**config.mk**
```make
export PLATFORM = sky130hd
export DESIGN_NAME = codec_init_seq
export DESIGN_NICKNAME = d
export VERILOG_FILES = /design/src/rtl/codec_init_seq.sv
export SDC_FILE = /design/constraint.sdc
export NUM_CORES = 1
export LEC_CHECK = 0
export ABC_AREA = 1
export CAP_MARGIN = 25
export CORE_AREA = 4 4 81 83
export DETAILED_ROUTE_END_ITERATION = 12
export DIE_AREA = 0 0 85 87
export PLACE_DENSITY = 0.66
export SETUP_SLACK_MARGIN = 0.5
export SYNTH_ARGS = -nofsm -noshare
export SYNTH_HDL_FRONTEND = slang
export SYNTH_SLANG_ARGS = --single-unit
```
**constraint.sdc**
```tcl
create_clock -name SCLK -period 1.95 [get_ports SCLK]
set_input_delay 0.39 -clock SCLK [delete_from_list [all_inputs] [get_ports SCLK]]
set_output_delay 0.39 -clock SCLK [all_outputs]
set_load 0.01 [all_outputs]
```
**src/rtl/codec_init_seq.sv**
```systemverilog
// Audio codec register-initialisation sequencer.
// Walks a fixed nine-word table out to the I2C engine with per-word retry.
module codec_init_seq #(
    parameter int MAX_RETRY  = 3,
    parameter int GAP_CYCLES = 16,
    parameter int TIMEOUT    = 255
) (
    input  logic        SCLK,
    input  logic        rstn,
    input  logic        start,
    input  logic        i2c_done,
    input  logic [2:0]  i2c_ack,
    output logic        i2c_start,
    output logic [15:0] i2c_word,
    output logic        busy,
    output logic        init_done,
    output logic        init_err,
    output logic [3:0]  reg_index,
    output logic [1:0]  retry_cnt
);

    typedef enum logic [2:0] {
        S_IDLE,
        S_LOAD,
        S_ISSUE,
        S_WAIT,
        S_CHECK,
        S_GAP,
        S_DONE,
        S_ERROR
    } state_t;

    localparam logic [2:0]  MAXR   = 3'(MAX_RETRY);
    localparam logic [7:0]  TMO    = 8'(TIMEOUT);
    localparam logic [15:0] GAPM1  = 16'(GAP_CYCLES - 1);
    localparam logic [3:0]  LAST   = 4'd8;

    state_t      state, state_d;
    logic [15:0] word_d;
    logic [3:0]  idx_d;
    logic [1:0]  retry_d;
    logic        done_d, err_d;
    logic [7:0]  tcnt, tcnt_d;
    logic [15:0] gcnt, gcnt_d;
    logic [2:0]  ack, ack_d;
    logic [2:0]  retry_nx;

    function automatic logic [15:0] table_word(input logic [3:0] i);
        logic [15:0] w;
        case (i)
            4'd0:    w = 16'h1E00;
            4'd1:    w = 16'h0C00;
            4'd2:    w = 16'h0812;
            4'd3:    w = 16'h0A00;
            4'd4:    w = 16'h0E23;
            4'd5:    w = 16'h102F;
            4'd6:    w = 16'h0460;
            4'd7:    w = 16'h0660;
            4'd8:    w = 16'h1201;
            default: w = 16'h0000;
        endcase
        return w;
    endfunction

    always_ff @(posedge SCLK) begin
        if (!rstn) begin
            state     <= S_IDLE;
            i2c_word  <= 16'h0000;
            reg_index <= 4'd0;
            retry_cnt <= 2'd0;
            init_done <= 1'b0;
            init_err  <= 1'b0;
            tcnt      <= 8'd0;
            gcnt      <= 16'd0;
            ack       <= 3'b000;
        end else begin
            state     <= state_d;
            i2c_word  <= word_d;
            reg_index <= idx_d;
            retry_cnt <= retry_d;
            init_done <= done_d;
            init_err  <= err_d;
            tcnt      <= tcnt_d;
            gcnt      <= gcnt_d;
            ack       <= ack_d;
        end
    end

    always_comb begin
        state_d  = state;
        word_d   = i2c_word;
        idx_d    = reg_index;
        retry_d  = retry_cnt;
        done_d   = init_done;
        err_d    = init_err;
        tcnt_d   = tcnt;
        gcnt_d   = gcnt;
        ack_d    = ack;
        retry_nx = {1'b0, retry_cnt} + 3'd1;
        unique case (state)
            S_IDLE, S_DONE, S_ERROR: begin
                if (start) begin
                    idx_d   = 4'd0;
                    retry_d = 2'd0;
                    done_d  = 1'b0;
                    err_d   = 1'b0;
                    state_d = S_LOAD;
                end
            end
            S_LOAD: begin
                word_d  = table_word(reg_index);
                state_d = S_ISSUE;
            end
            S_ISSUE: begin
                tcnt_d  = 8'd0;
                state_d = S_WAIT;
            end
            S_WAIT: begin
                // a completion arriving on the timeout cycle still counts
                if (i2c_done) begin
                    ack_d   = i2c_ack;
                    state_d = S_CHECK;
                end else begin
                    tcnt_d = tcnt + 8'd1;
                    if (tcnt_d == TMO) begin
                        ack_d   = 3'b111;
                        state_d = S_CHECK;
                    end
                end
            end
            S_CHECK: begin
                gcnt_d = 16'd0;
                if (ack == 3'b000) begin
                    if (reg_index == LAST) begin
                        done_d  = 1'b1;
                        state_d = S_DONE;
                    end else begin
                        idx_d   = reg_index + 4'd1;
                        retry_d = 2'd0;
                        state_d = S_GAP;
                    end
                end else begin
                    retry_d = retry_nx[1:0];
                    if (retry_nx == MAXR) begin
                        err_d   = 1'b1;
                        state_d = S_ERROR;
                    end else begin
                        state_d = S_GAP;
                    end
                end
            end
            S_GAP: begin
                if (gcnt == GAPM1) begin
                    gcnt_d  = 16'd0;
                    state_d = S_LOAD;
                end else begin
                    gcnt_d = gcnt + 16'd1;
                end
            end
            default: state_d = S_IDLE;
        endcase
    end

    assign i2c_start = (state == S_ISSUE);
    assign busy      = !(state == S_IDLE || state == S_DONE ||
                         state == S_ERROR);

endmodule

```
== Word-level counts from Yosys, hierarchy flattened ==
Memories as Yosys holds them, arrays and structs flattened. A register that Yosys moved wholly into a read port is not among the register bits.
Index checks and enable logic that the tools add are counted.

* Memory bits (read-only): 176
* Flip-flop bits (word level): 54
* Input bits: 7
* Logic and storage cells: 82
* Memories: 1

{| class="wikitable"
|+ Memories
! name !! depth !! width !! read ports !! clocked after memory_dff !! write ports !! RTL line !! text
|-
| (no name shown) || 16 || 11 || 1 || 1 || 0 || 50 || <nowiki>case (i)</nowiki>
|}

* Equality and inequality tests: 21
* Reductions and logical operators: 18
* Add/sub/neg operators: 4
* Multiplexer cells: 29

{| class="wikitable"
|+ Operators with widths
! operator !! count
|-
| one-hot mux 16 bit (2 select lines) || 1
|-
| 2-to-1 mux 3 bit || 7
|-
| one-hot mux 3 bit (6 select lines) || 1
|-
| adder 16 x 1 -> 16 bit (second input constant) || 1
|-
| equality test 16 x 4 -> 1 bit (second input constant) || 1
|-
| 2-to-1 mux 16 bit || 1
|-
| inequality test 2 bit (second input constant) || 8
|-
| one-hot mux 8 bit (2 select lines) || 1
|-
| equality test 3 bit (second input constant) || 4
|-
| 2-to-1 mux 4 bit || 3
|-
| AND reduction 4 bit || 3
|-
| 2-to-1 mux 2 bit || 5
|-
| equality test 3 x 2 -> 1 bit (second input constant) || 3
|-
| adder 8 x 1 -> 8 bit (second input constant) || 1
|-
| equality test 8 bit (second input constant) || 1
|-
| 2-to-1 mux 8 bit || 1
|-
| one-hot mux 4 bit (2 select lines) || 1
|-
| nonzero test 2 bit || 4
|-
| logical NOT 3 bit || 2
|-
| inequality test 3 bit (second input constant) || 2
|-
| AND reduction 3 bit || 2
|-
| 2-to-1 mux 1 bit || 5
|-
| adder 4 x 1 -> 4 bit (second input constant) || 1
|-
| equality test 4 bit (second input constant) || 1
|-
| other kinds (8) || 12
|}

== Logic depth before layout (Yosys ltp) ==
* Depth after elaboration: 5
* Mapped depth: 12
* Mapped depth without buffers: 12

== Least setup slack after synthesis ==
No wires, ideal clock.

* Path kind: flip-flop to flip-flop
* Start point: reg reg_index[1]
* End point: reg state[1]
* Period minus slack after synthesis: 1.549 ns
* Cell stages (with the launch flop): 13
* Data arrival time: 1.440 ns
* Path slack: 0.401 ns
* Setup time: 0.109 ns
* Buffers on the path: 0
* Cell sequence: dfxtp_1 -> inv_1 -> ha_1 -> nand3_1 -> inv_1 -> nand2_1 -> nor2_1 -> inv_1 -> nand2_1 -> nor3_1 -> nand3_1 -> nand2_1 -> inv_1

* Longest elaborated chain between the ends: 4

{| class="wikitable"
|+ RTL lines
! what !! RTL line !! text
|-
| from (decl) || 18 || <nowiki>output logic [3:0] reg_index,</nowiki>
|-
| from (signal assigned) || 79 || <nowiki>reg_index <= idx_d;</nowiki>
|-
| equality test 4 bit || 134 || <nowiki>if (reg_index == LAST) begin</nowiki>
|-
| 2-to-1 mux 2 bit || 134 ||
|-
| 2-to-1 mux 3 bit || 133 || <nowiki>if (ack == 3'b000) begin</nowiki>
|-
| one-hot mux 3 bit (6 select lines) || 100 || <nowiki>unique case (state)</nowiki>
|-
| to (signal assigned) || 77 || <nowiki>state <= state_d;</nowiki>
|-
| to (decl) || 38 || <nowiki>state_t state, state_d;</nowiki>
|}

Every way passes these cells.
A chain may end at the register's enable or synchronous reset.

== Final worst setup path ==
* Start point: reg state[1]
* End point: reg state[0]

* Longest elaborated chain between the ends: 4
* Elaborated cells between the ends (all ways): 14
* Classes of those cells: eq/ne (10); mux (1); reduce/logical (3)

{| class="wikitable"
|+ RTL lines
! what !! RTL line
|-
| equality test 3 bit / logical NOT 3 bit (equally long branches) || 100
|-
| OR reduction 3 bit || 100
|-
| inequality test 2 bit (no source line) || n/a
|-
| AND reduction 3 bit (no source line) || n/a
|}

Several ways; a longest one is shown, not always the timed one.

==> impl_metrics.py <==
metrics = {
    "worst_setup_path": {
        "critPathRequiredTime_ns": 2.16,
        "crit_start": "state[1]$_SDFFE_PN0P_",
        "crit_path_start_kind": "flip-flop",
        "r2r_start": "state[1]$_SDFFE_PN0P_",
        "cp-end-kind": "flip-flop",
        "cp.arrival_ns": 1.70,
        "path_max_fanout": 6,
        "critical_path_class": "reg -> reg",
    },
    "placed_design": {
        "dpl_cell_area_um2": 2955,
        "port_buffers": 27,
        "hpwlAfterDp_mm": 4.147,
        "gp_congestion": 0.7830,
        "pre_cts_ws_ns": 0.2430,
    },
    "outcome": {
        "outcome": "complete, no violations",
    },
    "routing": {
        "wl_per_cell_um": 13.01,
        "avgViaCountPerCell": 5.050,
        "first_iter_violations": 171,
        "route.detailed.drc": 0,
        "vias": 2606,
        "final_antenna_net_count": 0,
        "dr.pass1.iters": 4,
        "drt-total-wl_mm": 6.714,
    },
    "clock_network": {
        "cts_tree": "yes",
        "clk_latency_ns": 0.30,
        "clkSlewWorstSetupHoldPaths_ns": 0.09,
        "clk_path_buf_depth": 2,
        "cts_sinks": 48,
        "cts-buffers-inserted": 5,
        "cts-root-buf": "clkbuf_8",
        "h-tree-depth": 2,
    },
    "worst_hold_path": {
        "worstHoldStart": "i2c_word[9]$_SDFFE_PN0N_",
        "hp-class": "reg -> reg",
    },
    "sta": {
        "hold_viol": 0,
        "timing.final.crit_share_pct": 76.59,
        "worst_clock_skew_ns": 0.007067,
        "rsz0062_at_grt": "true",
        "finalCriticalPeriod_ns": 1.494,
        "setup_tns_ns": 0,
        "final_max_slew_viol_count": 0,
        "max_freq_mhz": 669.6,
        "hold_slack_ns": 0.4627,
        "finalSetupViolations": 0,
        "layout_setup_ws_ns": 0.4565,
    },
    "pwr": {
        "powerDensity_nw_per_um2": 913.2,
        "power.leakage_nw": 1.560,
        "power_w": 0.003390,
        "peakVddDrop_v": 0.0004778,
    },
    "layout": {
        "insertedDiodeCount": 0,
        "nFillCells": 495,
        "design_area_um2": 3712,
        "drive_gt1_share_pct": 35.37,
        "area_delta_synth_final_pct": 44.03,
        "nNetsFinal": 455,
    },
    "floorplan": {
        "die-area_um2": 7395,
        "fp.dieH_um": 87,
        "start_util_pct": 44.05,
        "fp.dieW_um": 85,
        "num_rows": 28,
        "boundaryPins": 33,
        "core-area_um2": 5851,
    },
    "global_routing": {
        "antenna_found_initial": 0,
        "grt_max_degree": 18,
        "grt-ovfl-total": 0,
        "grt_pass1_wl_mm": 10.43,
        "grt_usage_pct": 17.07,
        "grt_pass1_vias": 2332,
    },
    "logic_synthesis": {
        "ys_warn_count": 0,
        "synthArstFlopShare_pct": 0,
        "yosys.area.top_type": "dfxtp_1",
        "syn_avg_cell_area_um2": 6.910,
        "syn_inst": 373,
        "ys_top_cells_by_area": "dfxtp_1, nand2_1, inv_1, a21oi_1, nor2_1",
        "synth_most_common_cell": "nand2_1",
        "ys_ff_latch": 48,
        "yosysTopAreaCellShare_pct": 37.28,
        "seq_area_frac_synth_pct": 37.28,
        "yosys-top-cells-count": "nand2_1, inv_1, dfxtp_1",
        "yosysUniqueCellTypes": 33,
        "ys.flop_type": "dfxtp_1",
        "synth_edf_count": 0,
        "syn_area_um2": 2577,
    },
    "run": {
        "maxCapViolations": 0,
    },
}
## report_power, final
part | internal, W | leakage [nW] | switching [W]
Combinational | 0.000691 | 1.12 | 0.000894
Sequential | 0.00109 | 0.400 | 0.0000891
Clock | 0.000289 | 0.0445 | 0.000336
## flip-flops by register name (all words and copies together) (netlist names)
signal	count
tcnt	8
reg_index	4
init_done	1
init_err	1
i2c_word	10
gcnt	16
state	3
retry_cnt	2
ack	3
## path summary, 6_finish.rpt
| check | to | slack [ns] | cells past startpoint |
|---|---|---|---|
| worst max-delay path | state[0]$_SDFFE_PN0P_ | 0.46 | 11 |
| worst min-delay path | i2c_word[9]$_SDFFE_PN0N_ | 0.46 | 2 |
| worst max register to register | state[0]$_SDFFE_PN0P_ | 0.46 | 11 |
| worst min register to register | i2c_word[9]$_SDFFE_PN0N_ | 0.46 | 2 |
## routing by layer
layer	global-route usage, %	wire length (um)	up-vias
met4	4.029	45	0
li1	-	-	1331
met2	28.88	3354	52
met5	0	0	-
met3	3.500	221	5
met1	22.35	3093	1218
## critical path, stage by stage (launching register included)
cell and delay, ns:
dfxtp_2 0.35, inv_4 0.08, nand2_4 0.07, buf_8 0.14, nor2_4 0.19, nand2_4 0.10, nor2_1 0.10, inv_1 0.06
o21ai_0 0.12, nand3_2 0.10, nand2_1 0.06, inv_1 0.03
## stage by stage
| step | instances | util (%) |
|---|---|---|
| 2_1_floorplan | 377 | - |
| 3_3_place_gp | 474 | 50.51 |
| 3_5_place_dp | 474 | 50.51 |
| 4_1_cts | 502 | 56.91 |
| 5_1_grt | 516 | 63.45 |
| 6_report | 516 | 63.45 |
## layout make-up
cell class	count	area [um2]	share of cell area, %
multi-input cells	265	1708	46.01
flip-flops and latches	48	1005	27.06
clock inverters	1	7.507	0.2022
well taps	75	93.84	2.528
clock buffers	7	86.33	2.326
inverters	52	212.7	5.730
repair buffers	68	599.3	16.14
## cell families (layout without fill, tap and decap cells)
family                     after synthesis  count (layout)  synth area share, %
xor gates and xnor gates                 4               4                1.359
AOI/OAI and AO/OA                       63              63                13.54
adders and majority gates                8               8                3.884
buffers and inverters                   64             128                10.34
DFF                                     48              48                37.28
and+or+nand+nor                        185             185                33.45
other                                    1               5               0.1455
## layout by cell type (no fill, tap or decap), drive strengths merged
cell type,n
nand2,90
inv,52
dfxtp,48
nor2,45
buf,43
a21oi,36
nand3,25
dlygate4sd2,18
o21ai,15
nor3,13
clkbuf,8
ha,8
nand4,6
clkdlybuf4s50,6
conb,5
o31ai,3
nor3b,3
or2,3
a31oi,2
o211ai,2
o21bai,2
xor2,2
xnor2,2
a211oi,2
o2111ai,1
clkinvlp,1
## repair_timing
item | CTS | global route
pin swaps | 12 | 28
setup endpoints to repair | 54 | 43
buffers inserted | 20 | 13
hold endpoints to repair | 0 | 0
cloned | 0 | 1
hold buffers | 0 | 0
gates resized for setup | 76 | 87
Note: power is estimated with default switching activity, not from simulation.
